`src/rtl/instruction_sequencer.sv`:
```
// Micro-instruction sequencer: accepts packed instructions over valid/ready and
// issues registered write strobes, go pulses, error pulses and read bursts.
module instruction_sequencer #(
  parameter  int FIELD_W = 15,
  localparam int INSTR_W = 2 + 2 * FIELD_W
) (
  input  logic               clk,
  input  logic               rst,
  input  logic [INSTR_W-1:0] instr,
  input  logic               instr_valid,
  output logic               instr_ready,
  output logic               wr_en,
  output logic [FIELD_W-1:0] wr_addr,
  output logic [FIELD_W-1:0] wr_data,
  output logic               rd_en,
  input  logic               rd_ready,
  output logic [FIELD_W-1:0] rd_addr,
  output logic               rd_last,
  output logic               go,
  output logic               busy,
  output logic               err
);

  typedef enum logic [1:0] {
    OP_WRITE = 2'b00,
    OP_READ  = 2'b01,
    OP_GO    = 2'b10,
    OP_RSVD  = 2'b11
  } opcode_t;

  typedef enum logic {
    IDLE  = 1'b0,
    BURST = 1'b1
  } state_t;

  // Handshakes: an instruction transfers on a cycle with instr_valid && instr_ready;
  // a read beat transfers on a cycle with rd_en && rd_ready, and rd_en holds until then.

  state_t               state_q, state_d;
  logic                 wr_en_q, wr_en_d;
  logic [FIELD_W-1:0]   wr_addr_q, wr_addr_d;
  logic [FIELD_W-1:0]   wr_data_q, wr_data_d;
  logic                 go_q, go_d;
  logic                 err_q, err_d;
  logic [FIELD_W-1:0]   rd_addr_q, rd_addr_d;
  logic [FIELD_W-1:0]   end_q, end_d;
  logic                 rd_last_q, rd_last_d;

  opcode_t              opcode;
  logic [FIELD_W-1:0]   field_a;
  logic [FIELD_W-1:0]   field_b;
  logic                 accept;
  logic [FIELD_W-1:0]   rd_addr_inc;

  assign opcode      = opcode_t'(instr[INSTR_W-1:INSTR_W-2]);
  assign field_a     = instr[2*FIELD_W-1:FIELD_W];
  assign field_b     = instr[FIELD_W-1:0];
  assign instr_ready = (state_q == IDLE);
  assign accept      = instr_valid && instr_ready;
  assign rd_addr_inc = rd_addr_q + FIELD_W'(1);

  always_comb begin
    state_d   = state_q;
    wr_en_d   = 1'b0;
    go_d      = 1'b0;
    err_d     = 1'b0;
    wr_addr_d = wr_addr_q;
    wr_data_d = wr_data_q;
    rd_addr_d = rd_addr_q;
    end_d     = end_q;
    rd_last_d = rd_last_q;

    case (state_q)
      IDLE: begin
        rd_last_d = 1'b0;
        if (accept) begin
          case (opcode)
            OP_WRITE: begin
              wr_en_d   = 1'b1;
              wr_addr_d = field_a;
              wr_data_d = field_b;
            end
            OP_READ: begin
              if (field_b >= field_a) begin
                state_d   = BURST;
                rd_addr_d = field_a;
                end_d     = field_b;
                rd_last_d = (field_a == field_b);
              end else begin
                err_d = 1'b1;
              end
            end
            OP_GO:   go_d  = 1'b1;
            default: err_d = 1'b1;
          endcase
        end
      end
      BURST: begin
        // End is found by equality, so a burst ending at the top address never wraps.
        if (rd_ready) begin
          if (rd_last_q) begin
            state_d   = IDLE;
            rd_last_d = 1'b0;
          end else begin
            rd_addr_d = rd_addr_inc;
            rd_last_d = (rd_addr_inc == end_q);
          end
        end
      end
      default: state_d = IDLE;
    endcase
  end

  always_ff @(posedge clk or posedge rst) begin
    if (rst) begin
      state_q   <= IDLE;
      wr_en_q   <= 1'b0;
      wr_addr_q <= '0;
      wr_data_q <= '0;
      go_q      <= 1'b0;
      err_q     <= 1'b0;
      rd_addr_q <= '0;
      end_q     <= '0;
      rd_last_q <= 1'b0;
    end else begin
      state_q   <= state_d;
      wr_en_q   <= wr_en_d;
      wr_addr_q <= wr_addr_d;
      wr_data_q <= wr_data_d;
      go_q      <= go_d;
      err_q     <= err_d;
      rd_addr_q <= rd_addr_d;
      end_q     <= end_d;
      rd_last_q <= rd_last_d;
    end
  end

  assign wr_en   = wr_en_q;
  assign wr_addr = wr_addr_q;
  assign wr_data = wr_data_q;
  assign go      = go_q;
  assign err     = err_q;
  assign rd_addr = rd_addr_q;
  assign rd_last = rd_last_q;
  assign rd_en   = (state_q == BURST);
  assign busy    = (state_q == BURST);

endmodule

```
`config.mk`:
```
export PLATFORM = sky130hd
export DESIGN_NAME = instruction_sequencer
export DESIGN_NICKNAME = d
export VERILOG_FILES = /design/src/rtl/instruction_sequencer.sv
export SDC_FILE = /design/constraint.sdc
export NUM_CORES = 1
export LEC_CHECK = 0
export BUFFER_PORTS_ARGS = -buffer_cell sky130_fd_sc_hd__buf_2
export CELL_PAD_IN_SITES_DETAIL_PLACEMENT = 0
export CELL_PAD_IN_SITES_GLOBAL_PLACEMENT = 1
export CORE_MARGIN = 4
export CORE_UTILIZATION = 43
export CTS_BUF_LIST = sky130_fd_sc_hd__clkbuf_4
export DETAILED_ROUTE_END_ITERATION = 7
export PLACE_DENSITY = 0.79
export SLEW_MARGIN = 15
export SYNTH_ARGS = -nofsm -noshare
export SYNTH_HDL_FRONTEND = slang
export SYNTH_SLANG_ARGS = --single-unit
```
`constraint.sdc`:
```
create_clock -name clk -period 2.62 [get_ports clk]
set_input_delay 0.262 -clock clk [delete_from_list [all_inputs] [get_ports clk]]
set_output_delay 0.262 -clock clk [all_outputs]
set_load 0.05 [all_outputs]
```
; Word-level counts from Yosys, hierarchy flattened
; Cells that the tools add are included.
[word_totals]
register_bits = 65
output_inout_bits = 52
inputBits = 36
[classes]
add_sub_neg = 1
mux = 28
n_reduce_logical = 6
bitwise = 1
eq_ne = 9
magnitude_cmp = 1
[op_table]
columns = operator, count
row1 = 15-bit two-way mux, 5
row2 = 15-bit == test, 2
row3 = 15-bit case mux with 2 select lines, 1
row4 = 1-bit two-way mux, 19
row5 = 15-bit by 1-bit adder with 15-bit output (second input constant), 1
row6 = 15-bit greater-or-equal comparator, 1
row7 = 2-bit by 1-bit inequality test with 1-bit output (second input constant), 3
row8 = 1-bit case mux with 2 select lines, 3
row9 = 5-bit AND reduction, 1
row10 = 2-bit inequality test (second input constant), 2
row11 = 4-bit AND reduction, 1
row12 = 3-bit AND reduction, 1
row13 = 2-bit by 1-bit == test with 1-bit output (second input constant), 1
row14 = 2-bit == test (second input constant), 1
row15 = 2-bit logical NOT, 1
row16 = 2-bit OR reduction, 1
row17 = 1-bit logical AND, 1
row18 = 1-bit NOT, 1

; Depth between registers and ports, before layout
; Gate-level depths: netlist of run 1.
[logic_depth]
word_depth = 5
depth_mapped = 10

; Worst setup path after synthesis of run 1
; Ideal clock, no wire load.
[synth_path]
path_type = reg2reg
start = register rd_addr_q[0] (netlist: rd_addr[0])
end = register rd_last_q (netlist: rd_last)
arrival_ps = 2283
period_less_slack_ps = 2359
setup_slack_ps = 261
stages_incl_launch_ff = 8
path_buffers = 0
required_time_ps = 2544
path_cell_list = dfrtp_1 > ha_1 > xor3_1 > nor4_1 > o211ai_1 > a2111oi_2 > nand4_1 > o21ai_1
[synth_between]
elab_chain_cells = 5
[synth_lines]
columns = element, line_no
row1 = "start, declared", 45  ; logic [FIELD_W-1:0] rd_addr_q, rd_addr_d;
row2 = "start signal, assigned", 132  ; rd_addr_q <= rd_addr_d;
row3 = 15-bit by 1-bit adder with 15-bit output, 60  ; assign rd_addr_inc = rd_addr_q + FIELD_W'(1);
row4 = 15-bit == test, 106  ; rd_last_d = (rd_addr_inc == end_q);
row5 = 1-bit two-way mux, 101  ; if (rd_last_q) begin
row6 = 1-bit two-way mux, 100  ; if (rd_ready) begin
row7 = 1-bit case mux with 2 select lines, 73  ; case (state_q)
row8 = "end signal, assigned", 134  ; rd_last_q <= rd_last_d;
row9 = "end, declared", 47  ; logic rd_last_q, rd_last_d;
; Every way passes these cells. The select of a mux whose other input is x is not followed.
; A chain may end at the register's enable or synchronous reset.

; Final worst setup path of run 1
; Same ends and word-level chain as after synthesis.

==> out/results.ini, run 1 <==
[status]
status=complete, no violations

[clock_network]
cts-root-buf=sky130_fd_sc_hd__clkbuf_4
htree_num_levels=3
cts_made_buffers=9
cts-root-to-sink-buffers=2
cts_sinks=65
clkSlewWorstSetupHoldPaths_ns=0.11
worst_skew_pair.late_latency_ns=0.40
clock_tree_from_tritoncts=built

[drt]
vias=3012
number_of_vias_per_cell_after_detailed_routing=5.56
number_of_search_and_repair_iterations_in_the_first_detailed_routing_pass=4
wirelength_mm=9.54
postRouteAntennaNets=0
detail_route.drc_violations=0
drtIter0Drc=159
wire_per_inst_um=17.6

[synth]
synth_seq_area_share_pct=44.2
yosys_warnings=0
synthesis.area_per_instance_um2=10.8
synthesis.nets=393
number_of_flops_mapped_to_enable_cells_by_yosys=0
postSynth.asyncResetShare_pct=100
synth-main-ff-cell=sky130_fd_sc_hd__dfrtp_1
synth-seq-cells=65
syn-instance-count=341
post_synth_num_cell_types=55
synth.cell_area_mm2=0.00368

[power_and_ir_drop]
static-leakage-power_nw=2.05
power.combinational.fraction_pct=55.3
power-per-cell-area_mw_per_mm2=1310
internal_power_mw=2.81
max-vdd-ir-drop_uv=574
power_frac_seq_pct=33.3
switching_share_pct=51.4
clock_power_share_pct=11.5
total_switching_power_mw=2.98

[flow_run]
drv.max_cap_violation_count=0

[global_route]
first_global_vias=3133
global_route.usage.total_pct=20.2
grt_start_max_net_pins=32
initial_antenna_violation_count=0
grt_remaining_overflow=0
first_pass_grt_wire_length_mm=15.9

[placed_design]
numPortBuffers=87
global_placement_routability_congestion=0.805
dp_hpwl_mm=7.32

[critical_path]
worstSetupEndpointType=flip-flop
critPathRequiredTime_ns=2.94
critical_path_arrival_ns=2.68
timing_worst_setup_path_type=flip-flop to flip-flop
dominant_delay_contributor_by_cell_family_on_the_critical_path=compound AO/OA/AOI/OAI gates
start_kind=flip-flop
timing.critical_path.buf_inv=0
critPathMaxStageDelay_ns=0.49
worst_path_max_delay_cell=sky130_fd_sc_hd__dfrtp_2
cp_cell_sequence=ha_2 -> xor3_1 -> nor4_4 -> o211ai_1 -> a2111oi_2 -> nand4_1 -> o21ai_1
crit_fanout=8

[timing]
final.setup.tns_ns=0
final-max-slew-violation-count=0
finalHoldWorstSlack_ns=0.0708
timing_worst_slew_pin_value_ns=0.620
fin_crit_ns=2.36
hold_viol_final=0
period_share_pct=90.1
setup_viol=0
finClkSkew_ns=0.0137
fmaxAchievable_mhz=424
rsz0062_at_grt=false
timing.slew.headroom_pct=58.6

[layout]
design.final.nets=484
syn_to_final_growth_pct=20.4
layout.filler_cells=795
mostFrequentLayoutCells=87 x sky130_fd_sc_hd__buf_2, 64 x sky130_fd_sc_hd__dfrtp_1, 44 x sky130_fd_sc_hd__mux2_2
fraction_of_layout_cells_with_a_size_suffix_above_1_pct=38.9
most_common_cell_after_layout_fill_and_taps_aside=sky130_fd_sc_hd__buf_2
antenna_cells=0

[floorplanning]
core_region_area_mm2=0.00826
die_y_um=101
die_x_um=101
pin_count=88
row_count=33
initial_core_utilization_pct=44.6
total_die_area_mm2=0.0101

[worst_hold_path]
hold_class=input port to flip-flop

-- what timing repair did --
item | 4_1_cts | 5_1_grt
hold endpoints to repair | 27 | 0
gates cloned | 0 | 0
hold buffers | 1 | 0
gates resized for setup | 1 | 4
setup buffers | 0 | 0
setup endpoints to repair | 1 | 1
-- sequential cells by signal (all words and copies together), names as in the netlist --
signal and count:
end_q 15, rd_addr 15, wr_addr 15, wr_data 15, busy 1, err 1
go 1, rd_last 1, wr_en 1
-- per-stage QoR --
step	power [mW]	std cells	worst slack, ns	instance area (um2)	utilization (%)
6_report	5.79	542	0.260	4430	53.7
5_1_grt	6.14	542	0.0668	4430	53.7
4_1_cts	5.79	542	0.0272	4410	53.4
3_5_place_dp	5.10	525	0.0303	4260	51.6
3_3_place_gp	5.05	525	0.0309	4260	51.6
2_1_floorplan	4.33	341	0.261	3680	-
-- path summary, 6_finish.rpt --
kind,end,cells past startpoint,slack (ns),from
max,rd_last$_DFFE_PP0P_,7,0.26,rd_addr[0]$_DFFE_PP0P_
min,go$_DFF_PP0_,2,0.07,instr[30]
max reg2reg,rd_last$_DFFE_PP0P_,7,0.26,rd_addr[0]$_DFFE_PP0P_
min reg2reg,wr_addr[1]$_DFFE_PP0P_,1,0.49,wr_addr[1]$_DFFE_PP0P_
max in group asynchronous,end_q[10]$_DFFE_PP0P_,4,1.40,rst
min in group asynchronous,wr_addr[12]$_DFFE_PP0P_,3,0.47,rst
-- power by group through the flow --
stage	clock, mW	sequential, mW	combinational, mW
6_report	0.663	1.93	3.20
5_1_grt	0.730	2.00	3.41
4_1_cts	0.689	1.92	3.17
3_5_place_dp	0	1.94	3.16
3_3_place_gp	0	1.93	3.12
2_1_floorplan	0	3.05	1.28
-- logic make-up after synthesis --
family,share of synthesized area [%]
adders and majority gates,5.44
xor gates and xnor gates,4.69
buffers and inverters,4.65
DFF,44.2
muxes,14.9
and+or+nand+nor,12.2
AOI/OAI and AO/OA,14.0
-- Yosys cell counts, drive strengths merged (2+ instances only) --
cell type / number / area [um2]
a31oi: 7 / 43.8
nor4: 4 / 46.3
nand3: 8 / 40.0
nand3b: 2 / 15.0
nor2b: 2 / 12.5
nor2: 25 / 93.8
mux2: 47 / 529
o21ai: 8 / 40.0
o21a: 6 / 45.0
ha: 16 / 200
a21o: 4 / 30.0
buf: 13 / 68.8
o22ai: 3 / 18.8
xnor2: 9 / 78.8
o32a: 10 / 100
mux2i: 2 / 20.0
and4: 2 / 17.5
o21bai: 3 / 22.5
o211ai: 2 / 15.0
inv: 21 / 78.8
nor3: 3 / 25.0
clkbuf: 6 / 23.8
nand4b: 2 / 17.5
nand4: 7 / 43.8
nor4b: 2 / 17.5
nand2: 11 / 41.3
a2111oi: 2 / 23.8
dfrtp: 65 / 1630
and3: 4 / 26.3
a21oi: 21 / 105
or3: 2 / 12.5
a2bb2oi: 3 / 26.3
xor2: 8 / 70.1
-- routing by layer --
| metal | GRT usage, % | routed length (um) | share of wire (%) |
|---|---|---|---|
| met5 | 0 | 0 | 0 |
| met4 | 7.46 | 105 | 1.1 |
| met3 | 4.29 | 569 | 6.0 |
| met2 | 31.4 | 4630 | 49 |
| met1 | 27.7 | 4240 | 44 |
-- worst reg2reg max path, cell delays in order (launching register included) --
cell and delay [ns]:
sky130_fd_sc_hd__dfrtp_2 0.49, sky130_fd_sc_hd__ha_2 0.25, sky130_fd_sc_hd__xor3_1 0.39, sky130_fd_sc_hd__nor4_4 0.29, sky130_fd_sc_hd__o211ai_1 0.16, sky130_fd_sc_hd__a2111oi_2 0.37, sky130_fd_sc_hd__nand4_1 0.19, sky130_fd_sc_hd__o21ai_1 0.15
-- cell type report --
| class | instances | area [um2] | share of cell area, % |
|---|---|---|---|
| Inverter | 21 | 78.8 | 1.78 |
| Sequential cell | 65 | 1630 | 36.7 |
| Tap cell | 105 | 131 | 2.96 |
| Clock inverter | 4 | 43.8 | 0.988 |
| Clock buffer | 12 | 90.1 | 2.03 |
| Timing Repair Buffer | 99 | 541 | 12.2 |
| Multi-Input combinational cell | 236 | 1920 | 43.3 |
(Power assumes the default switching activity.)
==> run 2: changes to the inputs <==
Settings changed: BUFFER_PORTS_ARGS -buffer_cell sky130_fd_sc_hd__buf_2 to default, CORE_UTILIZATION 43 to 51, DONT_BUFFER_PORTS from default to 1.
==> out/results.ini, run 2 (synthesized netlist as in run 1, its figures left out) <==
[drt]
vias=2908  ; -3.5%
postRouteAntennaNets=0  ; unchanged
drtIter0Drc=169  ; +6.3%
wire_per_inst_um=20.4  ; +16%
number_of_vias_per_cell_after_detailed_routing=5.89  ; +5.9%
detail_route.drc_violations=0  ; unchanged
wirelength_mm=10.1  ; +5.6%
number_of_search_and_repair_iterations_in_the_first_detailed_routing_pass=4  ; unchanged

[worst_hold_path]
min_to=err$_DFF_PP0_
holdCritStartpoint=instr[30]
hold_class=input port to flip-flop
hold_path_depth=2  ; unchanged

[critical_path]
worstSetupEndpointType=flip-flop
start_kind=flip-flop
critPathRequiredTime_ns=2.98  ; +0.04 ns
critical_path_arrival_ns=2.74  ; +0.06 ns
start_of_the_worst_register_to_register_path=rd_addr[0]$_DFFE_PP0P_
r2r.worst_path.cells=7  ; unchanged
r2r_setup_slack_ns=0.24  ; -0.02 ns
timing_worst_setup_path_type=flip-flop to flip-flop
rr_endpoint=rd_last$_DFFE_PP0P_
crit_fanout=5  ; -3

[clock_network]
clock_tree_from_tritoncts=built
clkSlewWorstSetupHoldPaths_ns=0.12  ; about the same
htree_num_levels=3  ; unchanged
cts-root-buf=sky130_fd_sc_hd__clkbuf_4
worst_skew_pair.late_latency_ns=0.43  ; +0.03 ns
cts_made_buffers=9  ; unchanged
cts_sinks=65  ; unchanged
cts-root-to-sink-buffers=2  ; unchanged

[timing]
final.setup.tns_ns=0  ; unchanged
fmaxAchievable_mhz=420  ; -0.82%
finClkSkew_ns=0.0110  ; -0.00272 ns
setup_viol=0  ; unchanged
finalHoldWorstSlack_ns=0.0193  ; -0.0515 ns
period_share_pct=90.8  ; +0.74 points
timing.slew.headroom_pct=52.8  ; -5.8 points
hold_viol_final=0  ; unchanged
fin_crit_ns=2.38  ; +0.0195 ns
final-max-slew-violation-count=0  ; unchanged
timing_worst_slew_pin_value_ns=0.708  ; +0.0886 ns
postLayoutSetupSlackWorst_ns=0.240  ; -0.0195 ns
rsz0062_at_grt=false

[power_and_ir_drop]
switching_share_pct=52.6  ; +1.2 points
total_power_mw=5.59  ; -3.4%
total_switching_power_mw=2.94  ; -1.1%
static-leakage-power_nw=1.90  ; -7.4%
power.combinational.fraction_pct=37.3  ; -18 points
power_frac_seq_pct=50.4  ; +17 points
internal_power_mw=2.65  ; -5.8%
max-vdd-ir-drop_uv=940  ; +64%
clock_power_share_pct=12.3  ; +0.8 points
power-per-cell-area_mw_per_mm2=1270  ; -3.0%

[placed_design]
numPortBuffers=0  ; -100%
place_inst=443  ; -16%
global_placement_routability_congestion=0.824  ; +2.4%
dp_hpwl_mm=7.26  ; -0.85%
pre_cts_slack_ns=0.155  ; +0.124 ns
place_area_mm2=0.00392  ; -8.0%

[status]
status=complete, no violations

[floorplanning]
row_count=30  ; -9.1%
pin_count=88  ; unchanged
die_x_um=93.0  ; -7.5%
initial_core_utilization_pct=53.3  ; +8.7 points
core_region_area_mm2=0.00691  ; -16%
die_y_um=93.0  ; -7.5%
total_die_area_mm2=0.00864  ; -14%

[layout]
finish.utilization_pct=63.9  ; +10 points
antenna_cells=0  ; unchanged
stdcell_area_mm2=0.00442  ; -0.37%
fraction_of_layout_cells_with_a_size_suffix_above_1_pct=24.4  ; -15 points
final_cell_count_no_fill=494  ; -8.9%
syn_to_final_growth_pct=19.9
mostFrequentLayoutCells=64 x sky130_fd_sc_hd__dfrtp_1, 44 x sky130_fd_sc_hd__mux2_2, 35 x sky130_fd_sc_hd__dlygate4sd3_1
design.final.nets=445  ; -8.1%
most_common_cell_after_layout_fill_and_taps_aside=sky130_fd_sc_hd__dfrtp_1

[global_route]
first_global_vias=2998  ; -4.3%
initial_antenna_violation_count=1  ; +1
first_pass_grt_wire_length_mm=16.4  ; +2.6%
global_route.usage.total_pct=24.9  ; +4.7 points
grt_start_max_net_pins=33  ; +3.1%
grt_remaining_overflow=0  ; unchanged

[flow_run]
drv.max_cap_violation_count=0  ; unchanged

[run 2: power groups by stage]
stage	sequential [mW]	combinational [mW]	clock, mW
after floorplan	3.05	1.28	0
after global placement	2.83	1.97	0
after detailed placement	2.84	2.02	0
after CTS	2.82	2.08	0.702
after global routing	2.90	2.25	0.742
final	2.82	2.09	0.689
[run 2: layout make-up]
type / count / area, um2
clock buffers: 9 / 67.6
clock inverters: 7 / 71.3
fillers: 590 / 2490
inverters: 21 / 78.8
multi-input cells: 236 / 1900
flip-flops and latches: 65 / 1630
well taps: 96 / 120
repair buffers: 60 / 551
[run 2: worst max-delay path: stages, from the launching register on]
cell	delay (ns)
sky130_fd_sc_hd__dfrtp_1	0.40
sky130_fd_sc_hd__ha_1	0.28
sky130_fd_sc_hd__xor3_1	0.39
sky130_fd_sc_hd__nor4_2	0.32
sky130_fd_sc_hd__o211ai_1	0.18
sky130_fd_sc_hd__a2111oi_2	0.36
sky130_fd_sc_hd__nand4_1	0.21
sky130_fd_sc_hd__o21ai_1	0.17
[run 2: how the worst max path moves through the flow]
stage	from	end	slack, ns
2_1_floorplan	rd_addr[0]$_DFFE_PP0P_	rd_last$_DFFE_PP0P_	0.26
3_3_place_gp	rd_addr[0]$_DFFE_PP0P_	rd_last$_DFFE_PP0P_	0.15
3_5_place_dp	rd_addr[0]$_DFFE_PP0P_	rd_last$_DFFE_PP0P_	0.15
4_1_cts	rd_addr[0]$_DFFE_PP0P_	rd_last$_DFFE_PP0P_	0.12
5_1_grt	rd_addr[0]$_DFFE_PP0P_	rd_last$_DFFE_PP0P_	0.07
6_report	rd_addr[0]$_DFFE_PP0P_	rd_last$_DFFE_PP0P_	0.24
[run 2: repair_timing]
action / in CTS / in global routing
hold buffers: 35 / 0
setup endpoints to repair: 0 / 1
buffers inserted: 0 / 0
hold endpoints to repair: 81 / 0
gates resized for setup: 0 / 1
[run 2: routing by layer]
layer / GRT usage [%] / vias up / part of all wire [%]
met5: 0 / - / 0.13
met4: 6.84 / 2 / 1.2
met3: 9.09 / 12 / 8.8
met2: 36.6 / 104 / 45
met1: 34.6 / 1443 / 45
li1: - / 1347 / -
